[src/rtl/btn_cmd_scheduler.sv]
// ---------------------------------------------------------------------------
// btn_cmd_scheduler
//
// Serialises single-cycle debounced button pulses into one command stream
// for the game FSM. Each button owns one pending-request bit. Requests are
// granted one at a time in round-robin order and presented on a valid/ready
// handshake. After each accepted command the scheduler waits GAP_CYCLES idle
// cycles before it grants again. A press that arrives while its button is
// already pending is lost and sets a sticky drop flag.
//
// Handshake: Cmd_valid rises when a command is granted and stays high, with
// Cmd_code unchanged, until a rising CLK edge sees Cmd_ready=1. That edge is
// the accept. Cmd_valid is never withdrawn before the accept, even if Enable
// falls.
//
// Ports
//   CLK         in   1      system clock (shared with the debouncers)
//   RESET       in   1      asynchronous, active-high reset
//   Enable      in   1      1 = latch and grant presses, 0 = ignore/flush
//   Btn_pulse   in   N_BTN  one-cycle debounced presses, bit i = button i
//   Cmd_ready   in   1      consumer accepts when high with Cmd_valid high
//   Clear_drop  in   1      synchronous clear of Drop_flag
//   Cmd_valid   out  1      command available on Cmd_code
//   Cmd_code    out  3      index of the granted button
//   Pending     out  N_BTN  latched, not-yet-granted requests
//   Drop_flag   out  1      sticky: press lost because already pending
//   dbg_state   out  2      FSM state (0 idle, 1 hold, 2 gap)
// ---------------------------------------------------------------------------
module btn_cmd_scheduler #(
  parameter int N_BTN      = 5,
  parameter int GAP_CYCLES = 244,
  parameter int CNT_W      = 8
) (
  input  logic             CLK,
  input  logic             RESET,
  input  logic             Enable,
  input  logic [N_BTN-1:0] Btn_pulse,
  input  logic             Cmd_ready,
  input  logic             Clear_drop,
  output logic             Cmd_valid,
  output logic [2:0]       Cmd_code,
  output logic [N_BTN-1:0] Pending,
  output logic             Drop_flag,
  output logic [1:0]       dbg_state
);

  typedef enum logic [1:0] {
    ST_IDLE = 2'd0,
    ST_HOLD = 2'd1,
    ST_GAP  = 2'd2
  } state_t;

  // Last count value of the gap; unused when GAP_CYCLES is 0.
  localparam logic [CNT_W-1:0] GAP_LAST =
    (GAP_CYCLES == 0) ? '0 : CNT_W'(GAP_CYCLES - 1);
  // Pointer starts at the last button so the first search begins at 0.
  localparam logic [2:0] RR_INIT = 3'(N_BTN - 1);

  state_t             state_q, state_d;
  logic [CNT_W-1:0]   cnt_q, cnt_d;
  logic [2:0]         rr_q, rr_d;
  logic [2:0]         code_q, code_d;
  logic               valid_q, valid_d;
  logic [N_BTN-1:0]   pend_q, pend_d;
  logic               drop_q, drop_d;

  logic               pick_found;
  logic [2:0]         pick_idx;
  logic [N_BTN-1:0]   grant;
  logic [N_BTN-1:0]   new_drops;

  // base + off, wrapped modulo N_BTN. base < N_BTN and off <= N_BTN, so a
  // single subtraction is enough.
  function automatic logic [2:0] wrap_idx(input logic [2:0] base, input int off);
    int s;
    s = int'(base) + off;
    if (s >= N_BTN) s = s - N_BTN;
    return 3'(s);
  endfunction

  // Round-robin search: first pending bit strictly after the last grant.
  always_comb begin
    pick_found = 1'b0;
    pick_idx   = '0;
    for (int k = 1; k <= N_BTN; k++) begin
      if (!pick_found && pend_q[wrap_idx(rr_q, k)]) begin
        pick_found = 1'b1;
        pick_idx   = wrap_idx(rr_q, k);
      end
    end
  end

  // Control FSM: next state and registered outputs.
  always_comb begin
    state_d = state_q;
    cnt_d   = cnt_q;
    rr_d    = rr_q;
    code_d  = code_q;
    valid_d = valid_q;
    grant   = '0;
    case (state_q)
      ST_IDLE: begin
        if (Enable && pick_found) begin
          grant[pick_idx] = 1'b1;
          code_d          = pick_idx;
          valid_d         = 1'b1;
          rr_d            = pick_idx;
          state_d         = ST_HOLD;
        end
      end
      ST_HOLD: begin
        if (Cmd_ready) begin
          valid_d = 1'b0;
          if (GAP_CYCLES == 0) begin
            state_d = ST_IDLE;
          end else begin
            cnt_d   = '0;
            state_d = ST_GAP;
          end
        end
      end
      ST_GAP: begin
        if (cnt_q == GAP_LAST) begin
          state_d = ST_IDLE;
        end else begin
          cnt_d = cnt_q + CNT_W'(1);
        end
      end
      default: begin
        state_d = ST_IDLE;
        valid_d = 1'b0;
      end
    endcase
  end

  // Pending latch and drop detection. A pulse on the grant edge re-arms the
  // bit (set wins over the grant's clear) and is not a drop, since the
  // earlier request has just been consumed.
  always_comb begin
    pend_d    = '0;
    new_drops = '0;
    if (Enable) begin
      new_drops = Btn_pulse & pend_q & ~grant;
      pend_d    = Btn_pulse | (pend_q & ~grant);
    end
    drop_d = drop_q;
    if (|new_drops) begin
      drop_d = 1'b1;
    end else if (Clear_drop) begin
      drop_d = 1'b0;
    end
  end

  always_ff @(posedge CLK or posedge RESET) begin
    if (RESET) begin
      state_q <= ST_IDLE;
      cnt_q   <= '0;
      rr_q    <= RR_INIT;
      code_q  <= '0;
      valid_q <= 1'b0;
      pend_q  <= '0;
      drop_q  <= 1'b0;
    end else begin
      state_q <= state_d;
      cnt_q   <= cnt_d;
      rr_q    <= rr_d;
      code_q  <= code_d;
      valid_q <= valid_d;
      pend_q  <= pend_d;
      drop_q  <= drop_d;
    end
  end

  assign Cmd_valid = valid_q;
  assign Cmd_code  = code_q;
  assign Pending   = pend_q;
  assign Drop_flag = drop_q;
  assign dbg_state = state_q;

endmodule
[config.mk]
export PLATFORM = sky130hd
export DESIGN_NAME = btn_cmd_scheduler
export DESIGN_NICKNAME = d
export VERILOG_FILES = /design/src/rtl/btn_cmd_scheduler.sv
export SDC_FILE = /design/constraint.sdc
export NUM_CORES = 1
export LEC_CHECK = 0
export ABC_CLOCK_PERIOD_IN_PS = 8880
export CAP_MARGIN = 15
export CORE_ASPECT_RATIO = 0.6
export CORE_MARGIN = 2
export CORE_UTILIZATION = 62
export DETAILED_ROUTE_END_ITERATION = 10
export GPL_TIMING_DRIVEN = 0
export HOLD_SLACK_MARGIN = 0.08
export PLACE_DENSITY = 0.87
export SYNTH_ARGS = -nofsm -noshare
export SYNTH_HDL_FRONTEND = slang
export SYNTH_SLANG_ARGS = --single-unit
[constraint.sdc]
create_clock -name CLK -period 8.88 [get_ports CLK]
set_input_delay 2.664 -clock CLK [delete_from_list [all_inputs] [get_ports CLK]]
set_output_delay 2.664 -clock CLK [all_outputs]
set_load 0.05 [all_outputs]
==> metrics.cfg, run 1 <==
[worst_setup_path]
worstPathCellList = clkdlybuf4s50_1 > inv_1 > or3_1 > a31oi_1 > nor2b_1 > nand2_1 > a221oi_2 > o221ai_1
crit_type = in -> reg
cp-start-kind = input pin
critPathRequiredTime_ns = 9.01
arrival_ns = 5.24
slowest_delay_ns = 0.65
crit_buf_inv = 2
cp-end-kind = flip-flop
cp_slowest_cell = a31oi_1
path_max_fanout = 9
cpLargestDelayFamily = compound AO/OA/AOI/OAI gates

[clocking]
clock_latency_ns = 0.26
path_clk_slew_ns = 0.07
cts.sinks = 21
cts_buffers = 3
cts_setup_buffers = 0
cts_root_buf = clkbuf_8
cts_hold_buf = 0
clockBufferDepth = 2
htree_levels = 1
cts_tree = yes
cts_resized = 0

[routing]
vias = 2201
drc = 0
ant_nets = 0
routedWlPerCell_um = 18.0
drtPass1Iterations = 6
drt_iter0_markers = 281
vias_per_cell = 6.67
routed_wl_um = 5940

[logic_synthesis]
yosys.area_share.adder_pct = 6.79
synth_compound_area_share_pct = 24.2
synth_nets = 281
synthArstFlopShare_pct = 100
synth-simple-area-share_pct = 27.4
synthTopCellsByCount = nor2_1, dfrtp_1, nand2_1
ys_types = 71
synth-seq-cells = 21
synth.avg_cell_area_sq_um = 8.22
muxShareOfSynthArea_pct = 6.73
syn_inst = 260
synth_top_area_share_pct = 23.4
ys.flop_type = dfrtp_1
yosysMostFrequentCell = nor2_1
synth_edf_count = 0
netlist_area_sq_um = 2140
synth_top_family_by_area = simple AND/OR/NAND/NOR gates
synth_xor_xnor_area_share_pct = 3.28
netlist_top_cells_area = dfrtp_1, ha_1, mux2i_1
synth_top_area_cell = dfrtp_1
ys_seq_area_share_pct = 24.6
ys_warn_count = 0

[grt]
grt_usage_pct = 33.2
met3_usage_pct = 6.78
grt_first_pass_wirelength_um = 10100
grt-busiest-layer = met2
met1_usage_pct = 47.5
grt_max_degree = 22
met2_usage_pct = 50.7
grt_overflow_total = 0
grt_pass1_vias = 2071
antenna_found_initial = 0

[place]
placed_area_sq_um = 2400
dpl.hpwl_um = 4570
port_buffers = 21
gp_congestion = 0.961
dp.cells = 326

[timing]
report.final.setup_viol = 0
period_share_pct = 57.5
fmax_ghz = 0.196
rsz0062_at_grt = no
tns_ns = 0
hold_viol = 0
worst_pin_slew_ns = 0.864
slew_headroom_pct = 42.1
fin_skew_ns = 0.00186
fin_crit_ns = 5.10
drv_slew = 0

[status]
outcome = finished clean

[die]
dieArea_sq_um = 3950
pin_count = 22
coreArea_sq_um = 3280
initial_utilization_pct = 65.1
die_width_um = 79.8
die_h_um = 49.5
rows = 16

[finish]
area_delta_synth_final_pct = 14.6
fin_area_sq_um = 2450
fin_cells = 330
drive_above_1_share_pct = 11.6
fin_nets = 307
diodes = 0

[worst_hold_path]
hp-class = reg -> reg

[run]
cap_violations = 0

[layout make-up]
class / count / area [sq um]
timing repair buffer: 21 / 210
multi-input combinational: 207 / 1460
tap: 45 / 56.3
buffer: 16 / 87.6
fill: 252 / 833
sequential: 21 / 527
inverter: 16 / 60.1
clock buffer: 3 / 41.3
clock inverter: 1 / 5.00
[metrics by stage]
step / worst slack, ns / util, % / hold WS [ns]
after global placement: 3.63 / 73.2 / 0.460
after global routing: 3.50 / 74.6 / 0.542
after detailed placement: 3.55 / 73.2 / 0.471
after floorplan: 4.57 / - / 0.472
final: 3.78 / 74.6 / 0.482
after CTS: 3.81 / 74.6 / 0.489
[path summary, 6_finish.rpt]
| path | start | end | slack (ns) | cells past startpoint |
|---|---|---|---|---|
| worst max-delay path | Enable | Drop_flag$_DFFE_PP0P_ | 3.78 | 8 |
| worst max register to register | rr_q[0]$_DFFE_PP0P_ | Drop_flag$_DFFE_PP0P_ | 3.82 | 15 |
| min in group asynchronous | RESET | Pending[2]$_DFF_PP0_ | 2.84 | 2 |
| worst min register to register | Cmd_valid$_DFFE_PP0P_ | Cmd_valid$_DFFE_PP0P_ | 0.48 | 1 |
| max in group asynchronous | RESET | cnt_q[7]$_DFFE_PP0P_ | 5.54 | 2 |
| worst min-delay path | Cmd_valid$_DFFE_PP0P_ | Cmd_valid$_DFFE_PP0P_ | 0.48 | 1 |
[flip-flops by register name, summed over array words and instances (netlist names)]
name	count
dbg_state	2
Pending	5
Cmd_code	1
Cmd_valid	1
Drop_flag	1
rr_q	3
cnt_q	8
[layout by cell type, fill, tap and decap left out, types with 5 or more instances in the layout]
master,count
clkdlybuf4s50_1,21
ha_1,10
a21oi_1,11
buf_2,10
nor2b_1,8
nor2_1,23
xnor2_1,5
nor3_1,6
or3_1,5
nand2b_1,8
dfrtp_1,20
inv_1,15
a21o_1,5
nand2_1,20
mux2i_1,11
o211ai_1,5
o21ai_0,10
a31oi_1,6
[kinds of logic (layout without fill, tap and decap cells)]
kind of cell | count (synthesis) | after routing
compound gates | 70 | 70
fa+ha+maj | 11 | 11
buf+inv | 32 | 57
mux | 13 | 13
xor+xnor | 8 | 8
simple gates | 105 | 105
flops | 21 | 21
[metal layers]
layer	vias to the layer above	part of all wire, %
li1	1000	-
met1	1027	43
met2	160	42
met3	14	12
met4	0	2.4
met5	-	0
Power of run 1 is left out: the tool's default activity adds up to more than one toggle a clock period on the data nets, which glitch-free logic cannot reach.
==> inputs of run 2 (changes only) <==
Settings changed: ABC_CLOCK_PERIOD_IN_PS 8880 to 4600, CORE_UTILIZATION 62 to 52, PLACE_DENSITY 0.87 to 0.78.
Clock period 8.88 ns to 4.6 ns, I/O delays scaled along.
==> metrics.cfg, run 2 (synthesized netlist as in run 1, its figures left out) <==
[place]
port_buffers = 21  ; unchanged
dpl.hpwl_um = 4390  ; -3.9%
gp_congestion = 0.971  ; +1.1%
placed_area_sq_um = 2410  ; +0.10%

[clocking]
path_clk_slew_ns = 0.08  ; about the same
htree_levels = 1  ; unchanged
cts_root_buf = clkbuf_8
cts_buffers = 3  ; unchanged
clockBufferDepth = 2  ; unchanged
cts_hold_buf = 0  ; unchanged
cts.sinks = 21  ; unchanged
cts_tree = yes
clock_latency_ns = 0.26  ; about the same

[die]
pin_count = 22  ; unchanged
die_h_um = 53.7  ; +8.4%
die_width_um = 86.8  ; +8.7%
coreArea_sq_um = 3810  ; +16%
rows = 17  ; +1
dieArea_sq_um = 4660  ; +18%
initial_utilization_pct = 56.1  ; -9.0 points

[worst_setup_path]
cp_slowest_cell = dfstp_2
crit_type = reg -> reg
cp-start-kind = flip-flop
worstPathCellList = clkbuf_2 > inv_1 > ha_1 > or3b_2 > mux2i_1 > a2111oi_4 > or4b_1 > a2111o_1 > a31oi_2 > and2_4 > a21boi_2 > a221oi_2 > o221ai_1
critPathRequiredTime_ns = 4.73  ; -4.28 ns
arrival_ns = 4.50  ; -0.74 ns
cp-end-kind = flip-flop
crit_buf_inv = 2  ; unchanged
path_max_fanout = 10  ; +1
slowest_delay_ns = 0.62  ; -0.03 ns
cpLargestDelayFamily = compound AO/OA/AOI/OAI gates

[run]
cap_violations = 0  ; unchanged

[finish]
largest_reg_flops = 8  ; unchanged
final_cell_mix = nor2_1, clkdlybuf4s50_1, dfrtp_1, nand2_1, inv_1
fin_nets = 310  ; +0.98%
top_register = cnt_q
area_delta_synth_final_pct = 17.3
diodes = 0  ; unchanged
drive_above_1_share_pct = 14.2  ; +2.7 points
final_common_cell = nor2_1
fin_area_sq_um = 2510  ; +2.3%

[timing]
slew_headroom_pct = 48.5  ; +6.4 points
fin_skew_ns = 0.00630  ; +0.00444 ns
fmax_ghz = 0.229
period_share_pct = 95.0
rsz0062_at_grt = no
report.final.setup_viol = 0  ; unchanged
fin_hold_ws_ns = 0.482  ; +0.000211 ns
fin_crit_ns = 4.37
worst_pin_slew_ns = 0.752  ; -0.111 ns
drv_slew = 0  ; unchanged
hold_viol = 0  ; unchanged

[grt]
grt_pass1_vias = 1903  ; -8.1%
grt_usage_pct = 26.5  ; -6.7 points
antenna_found_initial = 0  ; unchanged
grt_max_degree = 22  ; unchanged
grt_overflow_total = 0  ; unchanged
grt_first_pass_wirelength_um = 9400  ; -7.4%

[routing]
routedWlPerCell_um = 17.2  ; -4.5%
drc = 0  ; unchanged
vias = 2105  ; -4.4%
routed_wl_um = 5760  ; -3.0%
vias_per_cell = 6.28  ; -5.8%
drtPass1Iterations = 5  ; -1
ant_nets = 0  ; unchanged
drt_iter0_markers = 209  ; -26%

[worst_hold_path]
hp-class = reg -> reg

[status]
outcome = finished clean

run 2: changes by cell type in the layout (fill, tap and decap cells not counted):
| cell | change |
|---|---|
| a31oi_2 | +2 |
| clkbuf_1 | -1 |
| buf_4 | +3 |
| a31oi_1 | -2 |
| a2111oi_1 | -1 |
| clkinv_1 | -1 |
| clkbuf_2 | +2 |
| a2111oi_4 | +1 |
run 2: through the flow:
step                      setup slack [ns]  utilization (%)  std cells  setup TNS, ns
after floorplan                      0.581                -        260              0
after global placement              -0.106             63.2        328         -0.106
after detailed placement            -0.142             63.2        328         -0.142
after CTS                          0.00631             64.7        332              0
after global routing                0.0110             65.9        335              0
final                                0.229             65.9        335              0
run 2: what timing repair did:
| item | 4_1_cts | 5_1_grt |
|---|---|---|
| endpoints found under the setup margin | 1 | 8 |
| gates resized for setup | 3 | 6 |
| pin swaps | 0 | 1 |
| buffers inserted | 0 | 3 |
run 2: worst paths after layout:
| check | from | cells after the start | end | slack, ns |
|---|---|---|---|---|
| min in group asynchronous | RESET | 2 | Cmd_code[2]$_DFFE_PP0P_ | 1.57 |
| max in group asynchronous | RESET | 2 | cnt_q[2]$_DFFE_PP0P_ | 2.54 |
| hold / removal | Cmd_valid$_DFFE_PP0P_ | 1 | Cmd_valid$_DFFE_PP0P_ | 0.48 |
| setup / recovery | rr_q[2]$_DFFE_PP1P_ | 13 | Drop_flag$_DFFE_PP0P_ | 0.23 |
| hold reg to reg | Cmd_valid$_DFFE_PP0P_ | 1 | Cmd_valid$_DFFE_PP0P_ | 0.48 |
| setup reg to reg | rr_q[2]$_DFFE_PP1P_ | 13 | Drop_flag$_DFFE_PP0P_ | 0.23 |
run 2: area by class of cell:
type	count	area [sq um]
multi-input combinational	207	1490
clock buffer	4	45.0
inverter	16	61.3
fill	316	1300
tap	47	58.8
sequential	21	527
buffer	16	90.1
timing repair buffer	24	233
run 2: layer usage:
metal / vias up / wire, um / track usage [%]
met5: - / 0 / 0
met4: 0 / 29 / 5.47
met3: 8 / 466 / 6.60
met2: 97 / 2210 / 36.2
met1: 989 / 3050 / 41.4
li1: 1011 / - / -
Power of run 2 is left out for the same reason.
